===== src/rtl/enigma_pkg.sv =====
// Shared Enigma datapath types and constants: letter indices, one-hot letters
// and the plugboard FSM encoding.
package enigma_pkg;

  localparam int NUM_LETTERS = 26;
  localparam int MAX_PAIRS   = 10;

  typedef logic [4:0]             letter_idx_t;
  typedef logic [NUM_LETTERS-1:0] letter_oh_t;

  localparam letter_idx_t IDX_A = 5'd0;
  localparam letter_idx_t IDX_B = 5'd1;
  localparam letter_idx_t IDX_C = 5'd2;
  localparam letter_idx_t IDX_D = 5'd3;
  localparam letter_idx_t IDX_E = 5'd4;
  localparam letter_idx_t IDX_F = 5'd5;
  localparam letter_idx_t IDX_G = 5'd6;
  localparam letter_idx_t IDX_H = 5'd7;
  localparam letter_idx_t IDX_I = 5'd8;
  localparam letter_idx_t IDX_J = 5'd9;
  localparam letter_idx_t IDX_K = 5'd10;
  localparam letter_idx_t IDX_L = 5'd11;
  localparam letter_idx_t IDX_M = 5'd12;
  localparam letter_idx_t IDX_N = 5'd13;
  localparam letter_idx_t IDX_O = 5'd14;
  localparam letter_idx_t IDX_P = 5'd15;
  localparam letter_idx_t IDX_Q = 5'd16;
  localparam letter_idx_t IDX_R = 5'd17;
  localparam letter_idx_t IDX_S = 5'd18;
  localparam letter_idx_t IDX_T = 5'd19;
  localparam letter_idx_t IDX_U = 5'd20;
  localparam letter_idx_t IDX_V = 5'd21;
  localparam letter_idx_t IDX_W = 5'd22;
  localparam letter_idx_t IDX_X = 5'd23;
  localparam letter_idx_t IDX_Y = 5'd24;
  localparam letter_idx_t IDX_Z = 5'd25;

  localparam logic [1:0] ST_RUN      = 2'd0;
  localparam logic [1:0] ST_P_FIRST  = 2'd1;
  localparam logic [1:0] ST_P_SECOND = 2'd2;

endpackage


===== src/rtl/onehot26_enc.sv =====
// One-hot letter to 5-bit index; legal is high only when exactly one bit is set.
module onehot26_enc
  import enigma_pkg::*;
(
  input  letter_oh_t  oh,
  output letter_idx_t idx,
  output logic        legal
);

  always_comb begin
    idx = '0;
    for (int i = 0; i < NUM_LETTERS; i++) begin
      if (oh[i]) idx = idx | letter_idx_t'(i);
    end
  end

  // Clearing the lowest set bit leaves zero only for a single-bit word.
  assign legal = (oh != '0) && ((oh & (oh - letter_oh_t'(1))) == '0);

endmodule


===== src/rtl/plugboard_stage.sv =====
// Programmable Enigma plugboard: pairs are entered letter-by-letter in program
// mode and applied as a symmetric swap table in run mode.
module plugboard_stage
  import enigma_pkg::*;
(
  input  logic                   CLOCK_50,
  input  logic                   reset,
  input  logic [NUM_LETTERS-1:0] in_letter,
  input  logic                   in_valid,
  input  logic                   prog_mode,
  input  logic                   clear,
  output logic [NUM_LETTERS-1:0] out_letter,
  output logic                   out_valid,
  output logic [3:0]             pair_count,
  output logic                   prog_busy,
  output logic                   err
);

  letter_idx_t map_q [NUM_LETTERS];
  letter_idx_t map_d [NUM_LETTERS];
  logic [1:0]  state_q, state_d;
  logic [3:0]  pair_count_q, pair_count_d;
  letter_idx_t first_q, first_d;
  letter_oh_t  out_letter_q, out_letter_d;
  logic        out_valid_q, out_valid_d;
  logic        err_q, err_d;

  letter_idx_t in_idx;
  logic        in_legal;
  logic        mode_switch;

  onehot26_enc u_enc (
    .oh    (in_letter),
    .idx   (in_idx),
    .legal (in_legal)
  );

  // A mode change wins over a key press arriving in the same cycle.
  assign mode_switch = (state_q == ST_RUN) ? prog_mode : !prog_mode;

  always_comb begin
    state_d      = state_q;
    map_d        = map_q;
    pair_count_d = pair_count_q;
    first_d      = first_q;
    out_letter_d = out_letter_q;
    out_valid_d  = 1'b0;
    err_d        = 1'b0;
    if (clear) begin
      for (int i = 0; i < NUM_LETTERS; i++) map_d[i] = letter_idx_t'(i);
      pair_count_d = '0;
      out_letter_d = '0;
      state_d      = prog_mode ? ST_P_FIRST : ST_RUN;
    end else begin
      if (mode_switch) state_d = prog_mode ? ST_P_FIRST : ST_RUN;
      if (in_valid && !in_legal) begin
        err_d = 1'b1;
      end else if (in_valid && !mode_switch) begin
        case (state_q)
          ST_RUN: begin
            out_letter_d = letter_oh_t'(1) << map_q[in_idx];
            out_valid_d  = 1'b1;
          end
          ST_P_FIRST: begin
            if (pair_count_q == 4'(MAX_PAIRS) || map_q[in_idx] != in_idx) begin
              err_d = 1'b1;
            end else begin
              first_d = in_idx;
              state_d = ST_P_SECOND;
            end
          end
          ST_P_SECOND: begin
            if (in_idx == first_q) begin
              state_d = ST_P_FIRST;
            end else if (map_q[in_idx] != in_idx) begin
              err_d = 1'b1;
            end else begin
              map_d[first_q] = in_idx;
              map_d[in_idx]  = first_q;
              pair_count_d   = pair_count_q + 4'd1;
              state_d        = ST_P_FIRST;
            end
          end
          default: state_d = ST_RUN;
        endcase
      end
    end
  end

  always_ff @(posedge CLOCK_50) begin
    if (reset) begin
      for (int i = 0; i < NUM_LETTERS; i++) map_q[i] <= letter_idx_t'(i);
      state_q      <= ST_RUN;
      pair_count_q <= '0;
      first_q      <= '0;
      out_letter_q <= '0;
      out_valid_q  <= 1'b0;
      err_q        <= 1'b0;
    end else begin
      map_q        <= map_d;
      state_q      <= state_d;
      pair_count_q <= pair_count_d;
      first_q      <= first_d;
      out_letter_q <= out_letter_d;
      out_valid_q  <= out_valid_d;
      err_q        <= err_d;
    end
  end

  assign out_letter = out_letter_q;
  assign out_valid  = out_valid_q;
  assign pair_count = pair_count_q;
  assign prog_busy  = (state_q == ST_P_SECOND);
  assign err        = err_q;

endmodule


===== config.mk =====
export PLATFORM = sky130hd
export DESIGN_NAME = plugboard_stage
export DESIGN_NICKNAME = d
export VERILOG_FILES = /design/src/rtl/enigma_pkg.sv /design/src/rtl/onehot26_enc.sv /design/src/rtl/plugboard_stage.sv
export SDC_FILE = /design/constraint.sdc
export NUM_CORES = 1
export LEC_CHECK = 0
export ABC_AREA = 1
export BUFFER_PORTS_ARGS = -buffer_cell sky130_fd_sc_hd__buf_4
export CELL_PAD_IN_SITES_DETAIL_PLACEMENT = 0
export CELL_PAD_IN_SITES_GLOBAL_PLACEMENT = 1
export CORE_UTILIZATION = 43
export DETAILED_ROUTE_END_ITERATION = 10
export PLACE_DENSITY = 0.91
export SLEW_MARGIN = 20
export SYNTH_ARGS = -nofsm -noshare
export SYNTH_HDL_FRONTEND = slang
export SYNTH_SLANG_ARGS = --single-unit

===== constraint.sdc =====
create_clock -name CLOCK_50 -period 3.5 [get_ports CLOCK_50]
set_clock_uncertainty 0.2 [all_clocks]
set_input_delay 0.7 -clock CLOCK_50 [delete_from_list [all_inputs] [get_ports CLOCK_50]]
set_output_delay 0.7 -clock CLOCK_50 [all_outputs]
set_load 0.1 [all_outputs]

==> metrics.csv, run 1 <==
metric;value;unit
status;completed;
final worst path period need;3370;ps
ranking of synthesized cells by area;dfxtp_1 31%, nand2_1 21%, nand3_1 10%;
HPWL Detailed;29.8;mm
GPL Wtd Cong;1.04;
Post-Syn Instances;1861;
max-cap viol count;0;
area delta synth->final;28.2;%
Clk Latency, worst-skew pair;450;ps
cell mode on critical path;nand2_1;
Relative slew margins;60.8;%
CP Launch Type;primary input;
Crit path buffers/inverters;5;
Rows;58;
cell taking the most area after synthesis;dfxtp_1;
Primary FF master, synth;dfxtp_1;
setup slack at placement;-353;ps
Setup-failing EPs final;0;
CP Max Fanout;19;
Seq/Total Area, Yosys;30.9;%
crit path kind;in2reg;
Routed Antenna Nets;0;
Iter 0 DRT Violations;1541;
YS warnings;0;
cts bufs inserted;17;
Buffers on Ports;63;
Hold Path Class;reg2reg;
post-DR wirelength/cell;16.9;um
Worst Path Required;3670;ps
Final Cell Area;0.0141;mm^2
# H-tree levels;4;
P_leak;6.51;nW
crit path DAT;3540;ps
CP Capture Type;register;
vias;13589;
Avg Vias per Cell;5.60;
Yosys cell types;37;
CTS tree;done;
Die W;162;um
Peak VDD IR;0.278;mV
clk buf depth;2;
antenna violations before repair;0;
Post-DP Area;0.0132;mm^2
Syn Nets;1898;
Total Nets Final;2120;
layout cells sized above 1;18.3;%
top cells by count, synth;606 x nand2_1, 229 x nand3_1, 209 x nor2_1, 169 x dfxtp_1, 163 x inv_1;
Detailed Routing Iterations Pass 1;7;
Ports;64;
clk slew on worst S/H paths;80;ps
clk sink count;169;
vias in the first global route;12608;
most frequent cell after synthesis;nand2_1;
Fill cells;2551;
Pwr Total;4.18;mW
mapped cell area;0.0110;mm^2
critical path, cell by cell;buf_4 -> nor2_2 -> inv_2 -> nor2_2 -> nand3_2 -> buf_4 -> nand2_1 -> nand2_1 -> nand2_1 -> nand2_1 -> nor2_1 -> nand2_1 -> nand2_1 -> nand2_1 -> nor2_2 -> nand2_1 -> nand3b_4 -> nand2_8 -> buf_12 -> buf_4 -> nand3_1 -> a21oi_1;
Final Max Slew Viols;0;
DRC;0;
slew of the pin with the lowest slew margin;588;ps
critical path's top delay family;simple AND/OR/NAND/NOR gates;
power density over cell area;297;mW/mm^2
die height;162;um
post-synth top area share;30.9;%
n_diodes;0;
number of synthesized register bits;169;
Max Freq;0.297;GHz
global-route wire length before repair;64.8;mm
Crit path largest cell delay;290;ps
root buffer cell;clkbuf_16;
Stages on worst setup path;22;
Core Util, Final;56.0;%
die area;0.0261;mm^2
EDFF count, synth;0;
Initial Util;43.7;%
Core ar.;0.0251;mm^2
largest net degree at the start of global routing;64;
CTS Hold Bufs;0;
final hold vios;0;
Post-Route WL;41.1;mm
hold path depth;2;
Final period util;96.2;%
global-route usage over all layers;31.4;%
Avg Synthesized Cell Area;5.89;um^2
Post-synth ARST share;0;%
GRT overflow;0;
R2R depth;15;
worst setup margin;132;ps
Worst path slowest cell;buf_4;
logic make-up after synthesis:
kind of cell	synth area share (%)
buffers and inverters	10.0
flip-flops	30.9
AND/OR/NAND/NOR	45.5
adder cells (fa/ha/maj)	0.685
AO/OA/AOI/OAI	12.8
XOR/XNOR	0.0799
metal layers:
layer	track usage, %	share of wire, %	vias to the layer above
met4	15.5	4.8	0
met2	49.0	44	738
met3	6.44	10	165
met5	0	0	-
met1	41.0	42	6151
li1	-	-	6535
timing repair:
| item | 4_1_cts | 5_1_grt |
|---|---|---|
| endpoints found under the setup margin | 0 | 154 |
| buffers inserted | 0 | 4 |
| resized for setup | 0 | 31 |
report_power, final:
group | internal (mW) | switching (mW) | total (mW)
registers | 1.93 | 0.00285 | 1.93
clock network | 0.963 | 0.968 | 1.93
logic | 0.129 | 0.192 | 0.321
total | 3.02 | 1.16 | 4.18
metrics by stage:
step                TNS [ps]  std cells  hold slack, ps
detailed placement    -44740       2387             234
global placement      -44550       2387             231
floorplan                  0       1861             220
CTS                        0       2419             254
finish                     0       2426             252
global route           -38.5       2426             279
worst paths after layout:
kind	startpoint	slack, ps	to
min	map_q[49]$_SDFFE_PP1P_	250	map_q[49]$_SDFFE_PP1P_
max	in_letter[14]	130	map_q[106]$_SDFFE_PP0P_
min reg2reg	map_q[49]$_SDFFE_PP1P_	250	map_q[49]$_SDFFE_PP1P_
max reg2reg	first_q[0]$_SDFFE_PP0P_	580	map_q[69]$_SDFFE_PP0P_
final cells by class:
| type | instances | area [um^2] | area share (%) |
|---|---|---|---|
| Clock buffer | 17 | 425 | 3.03 |
| Tap cell | 330 | 413 | 2.94 |
| Timing Repair Buffer | 297 | 2430 | 17.3 |
| Multi-Input combinational cell | 1425 | 6580 | 46.8 |
| Sequential cell | 169 | 3380 | 24.1 |
| Clock inverter | 15 | 170 | 1.21 |
| Inverter | 173 | 649 | 4.62 |
worst reg2reg max path, cell delays in order (launching register included):
cell and delay (ps):
dfxtp_1 700, inv_1 120, buf_4 220, nor2_1 160, inv_1 70, a21oi_1 150, nand3_1 140, nand2_1 90
nor2_1 40, buf_4 140, nand3b_4 100, nand2_8 100, buf_6 170, clkbuf_16 180, a21oi_1 160, nor2_1 70
placed cells by master, fill, tap and decap left out, drive strengths merged, types with 2 or more instances in the layout:
cell type    n
a21oi      141
a22oi       13
buf        294
clkbuf      20
clkinv       7
dfxtp      169
ha           6
inv        180
nand2      609
nand3      231
nand3b      31
nand4       44
nor2       221
nor3        16
nor3b        2
o21ai       46
o22ai       55
or2          2
state kept, by name (all words and copies together), names as in the netlist:
register / cells
map_q: 130
out_letter: 26
first_q: 5
pair_count: 4
state_q: 2
err: 1
out_valid: 1
No activity file was read; power rests on OpenSTA's default activity.
==> run 2, diff against run 1 <==
--- a/config.mk
+++ b/config.mk
@@ -9,6 +9,7 @@
 export BUFFER_PORTS_ARGS = -buffer_cell sky130_fd_sc_hd__buf_4
 export CELL_PAD_IN_SITES_DETAIL_PLACEMENT = 0
 export CELL_PAD_IN_SITES_GLOBAL_PLACEMENT = 1
+export CORE_MARGIN = 5
 export CORE_UTILIZATION = 43
 export DETAILED_ROUTE_END_ITERATION = 10
 export PLACE_DENSITY = 0.91
==> run 2 against run 1 <==
Effect of this change:
- die area rose by 10%
- count of clock-buffer cells in the layout did not move
- hold slack improved by 5.0 ps
- combinational power rose by 5%
- wire length rose by 2.0%
- sequential share of layout area fell by 0.34 points
- global-route usage fell by 3.4 points
- clock power rose by 2%
- cell area rose by 1.4%
- fmax fell by 1.3%
- critical endpoint is now map_q[37]$_SDFFE_PP0P_
- largest power group is now clock
==> metrics.csv, run 2 (same netlist as run 1, synthesis figures left out) <==
metric;value;unit
commonest non-fill, non-tap cell in the layout;nand2_1;
Worst Path Required;3680;ps
# H-tree levels;4;
Crit path largest cell delay;230;ps
n_diodes;0;
DRC;0;
Die W;170;um
Worst path slowest cell;buf_4;
Core ar.;0.0252;mm^2
CTS Hold Bufs;0;
minimum hold slack;257;ps
vias;13681;
CP Capture Type;register;
Buffers on Ports;63;
final hold vios;0;
Avg Vias per Cell;5.61;
Hold Path Class;reg2reg;
final worst path period need;3410;ps
GRT overflow;0;
clk slew on worst S/H paths;80;ps
P_leak;6.60;nW
GPL Wtd Cong;1.08;
CP Launch Type;primary input;
worst reg2reg setup slack;170;ps
Peak VDD IR;0.261;mV
Clk Latency, worst-skew pair;450;ps
Pwr Total;4.24;mW
die height;170;um
power density over cell area;297;mW/mm^2
max-cap viol count;0;
root buffer cell;clkbuf_16;
Post-Route WL;41.9;mm
CTS tree;done;
cell mode on critical path;nand2_1;
R2R depth;9;
Setup-failing EPs final;0;
Fill cells;2458;
hold path endpoint;map_q[96]$_SDFFE_PP1P_;
Initial Util;43.5;%
global-route usage over all layers;28.0;%
vias in the first global route;12427;
die area;0.0288;mm^2
FF/Latch Area;0.00338;mm^2
Routed Antenna Nets;0;
status;completed;
global-route wire length before repair;65.1;mm
Max Freq;0.293;GHz
Largest register FFs;130;
crit path DAT;3590;ps
Iter 0 DRT Violations;1833;
RSZ-0062 raised after global routing;yes;
most flop-heavy register;map_q;
cts bufs inserted;17;
reg-to-reg startpoint;first_q[1]$_SDFFE_PP0P_;
Final Max Slew Viols;0;
Relative slew margins;45.2;%
Final period util;97.5;%
critical path, cell by cell;buf_4 -> buf_4 -> nor2_1 -> nand2_1 -> nor2_2 -> nand2_1 -> buf_4 -> nor2_2 -> buf_4 -> nand2_1 -> nand2_1 -> nor2_1 -> nand3_1 -> nand2_1 -> nor2_2 -> nand2_1 -> nand3b_4 -> nand2_8 -> buf_12 -> clkbuf_16 -> nand3_1 -> a21oi_1;
Rows;58;
Detailed Routing Iterations Pass 1;9;
most frequent cells in the layout;592 x nand2_1, 284 x buf_4, 229 x nand3_1;
hold path depth;2;
clk sink count;169;
slew of the pin with the lowest slew margin;821;ps
largest net degree at the start of global routing;46;
crit path kind;in2reg;
antenna violations before repair;0;
post-DR wirelength/cell;17.2;um
Ports;64;
HPWL Detailed;30.1;mm
Total Nets Final;2131;
area of the multi-input gates;0.00662;mm^2
layout cells sized above 1;19.0;%
Hold Path Origin;map_q[96]$_SDFFE_PP1P_;
Core Util, Final;56.6;%
reg2reg end;map_q[116]$_SDFFE_PP1P_;
clk buf depth;2;
CP Max Fanout;15;
area delta synth->final;30.0;%
[run 2: worst max-delay path by stage]
stage / startpoint / to / slack, ps / depth (start not counted)
floorplan: in_letter[2] / map_q[120]$_SDFFE_PP1P_ / 330 / 21
global placement: in_letter[19] / map_q[21]$_SDFFE_PP0P_ / -380 / 23
detailed placement: in_letter[19] / map_q[70]$_SDFFE_PP1P_ / -450 / 23
CTS: in_letter[19] / map_q[78]$_SDFFE_PP1P_ / 40 / 25
global route: in_letter[5] / map_q[116]$_SDFFE_PP1P_ / -40 / 23
finish: in_letter[5] / map_q[37]$_SDFFE_PP0P_ / 90 / 22
[run 2: worst max-delay path, delay by kind of cell]
kind | cells | cell delay [ps]
AO/OA/AOI/OAI | 1 | 170
buffers and inverters | 6 | 960
AND/OR/NAND/NOR | 15 | 1740
[run 2: final cells by class]
| class | count | area share [%] |
|---|---|---|
| clock buffer | 17 | 2.98 |
| clock inverter | 15 | 1.33 |
| inverter | 173 | 4.56 |
| multi-input combinational | 1426 | 46.4 |
| sequential | 169 | 23.7 |
| tap | 330 | 2.90 |
| timing repair buffer | 307 | 18.1 |
[run 2: metal layers]
layer	GRT usage, %	wire, um	part of all wire, %	vias to the layer above
met5	0	0	0	-
met4	9.56	1620	3.9	0
li1	-	-	-	6557
met2	43.6	18100	43	782
met1	39.1	17500	42	6209
met3	4.94	4670	11	133
[run 2: per-stage QoR]
| stage | std cells | cell area (um^2) | setup WS [ps] | setup TNS [ps] |
|---|---|---|---|---|
| 2_1_floorplan | 1861 | 11000 | 326 | 0 |
| 3_3_place_gp | 2395 | 13400 | -384 | -50580 |
| 3_5_place_dp | 2395 | 13400 | -451 | -58810 |
| 4_1_cts | 2427 | 14000 | 37.5 | 0 |
| 5_1_grt | 2437 | 14300 | -44.0 | -675 |
| 6_report | 2437 | 14300 | 88.2 | 0 |
[run 2: power by group]
part | internal [mW] | switching (mW)
logic | 0.139 | 0.198
clock network | 0.978 | 0.993
registers | 1.93 | 0.00342
total | 3.04 | 1.19
[run 2: what timing repair did]
| action | in CTS | in global routing |
|---|---|---|
| pin swaps | 0 | 1 |
| gates resized for setup | 2 | 35 |
| endpoints found under the setup margin | 6 | 163 |
| gates cloned | 0 | 5 |
| buffers inserted | 0 | 5 |
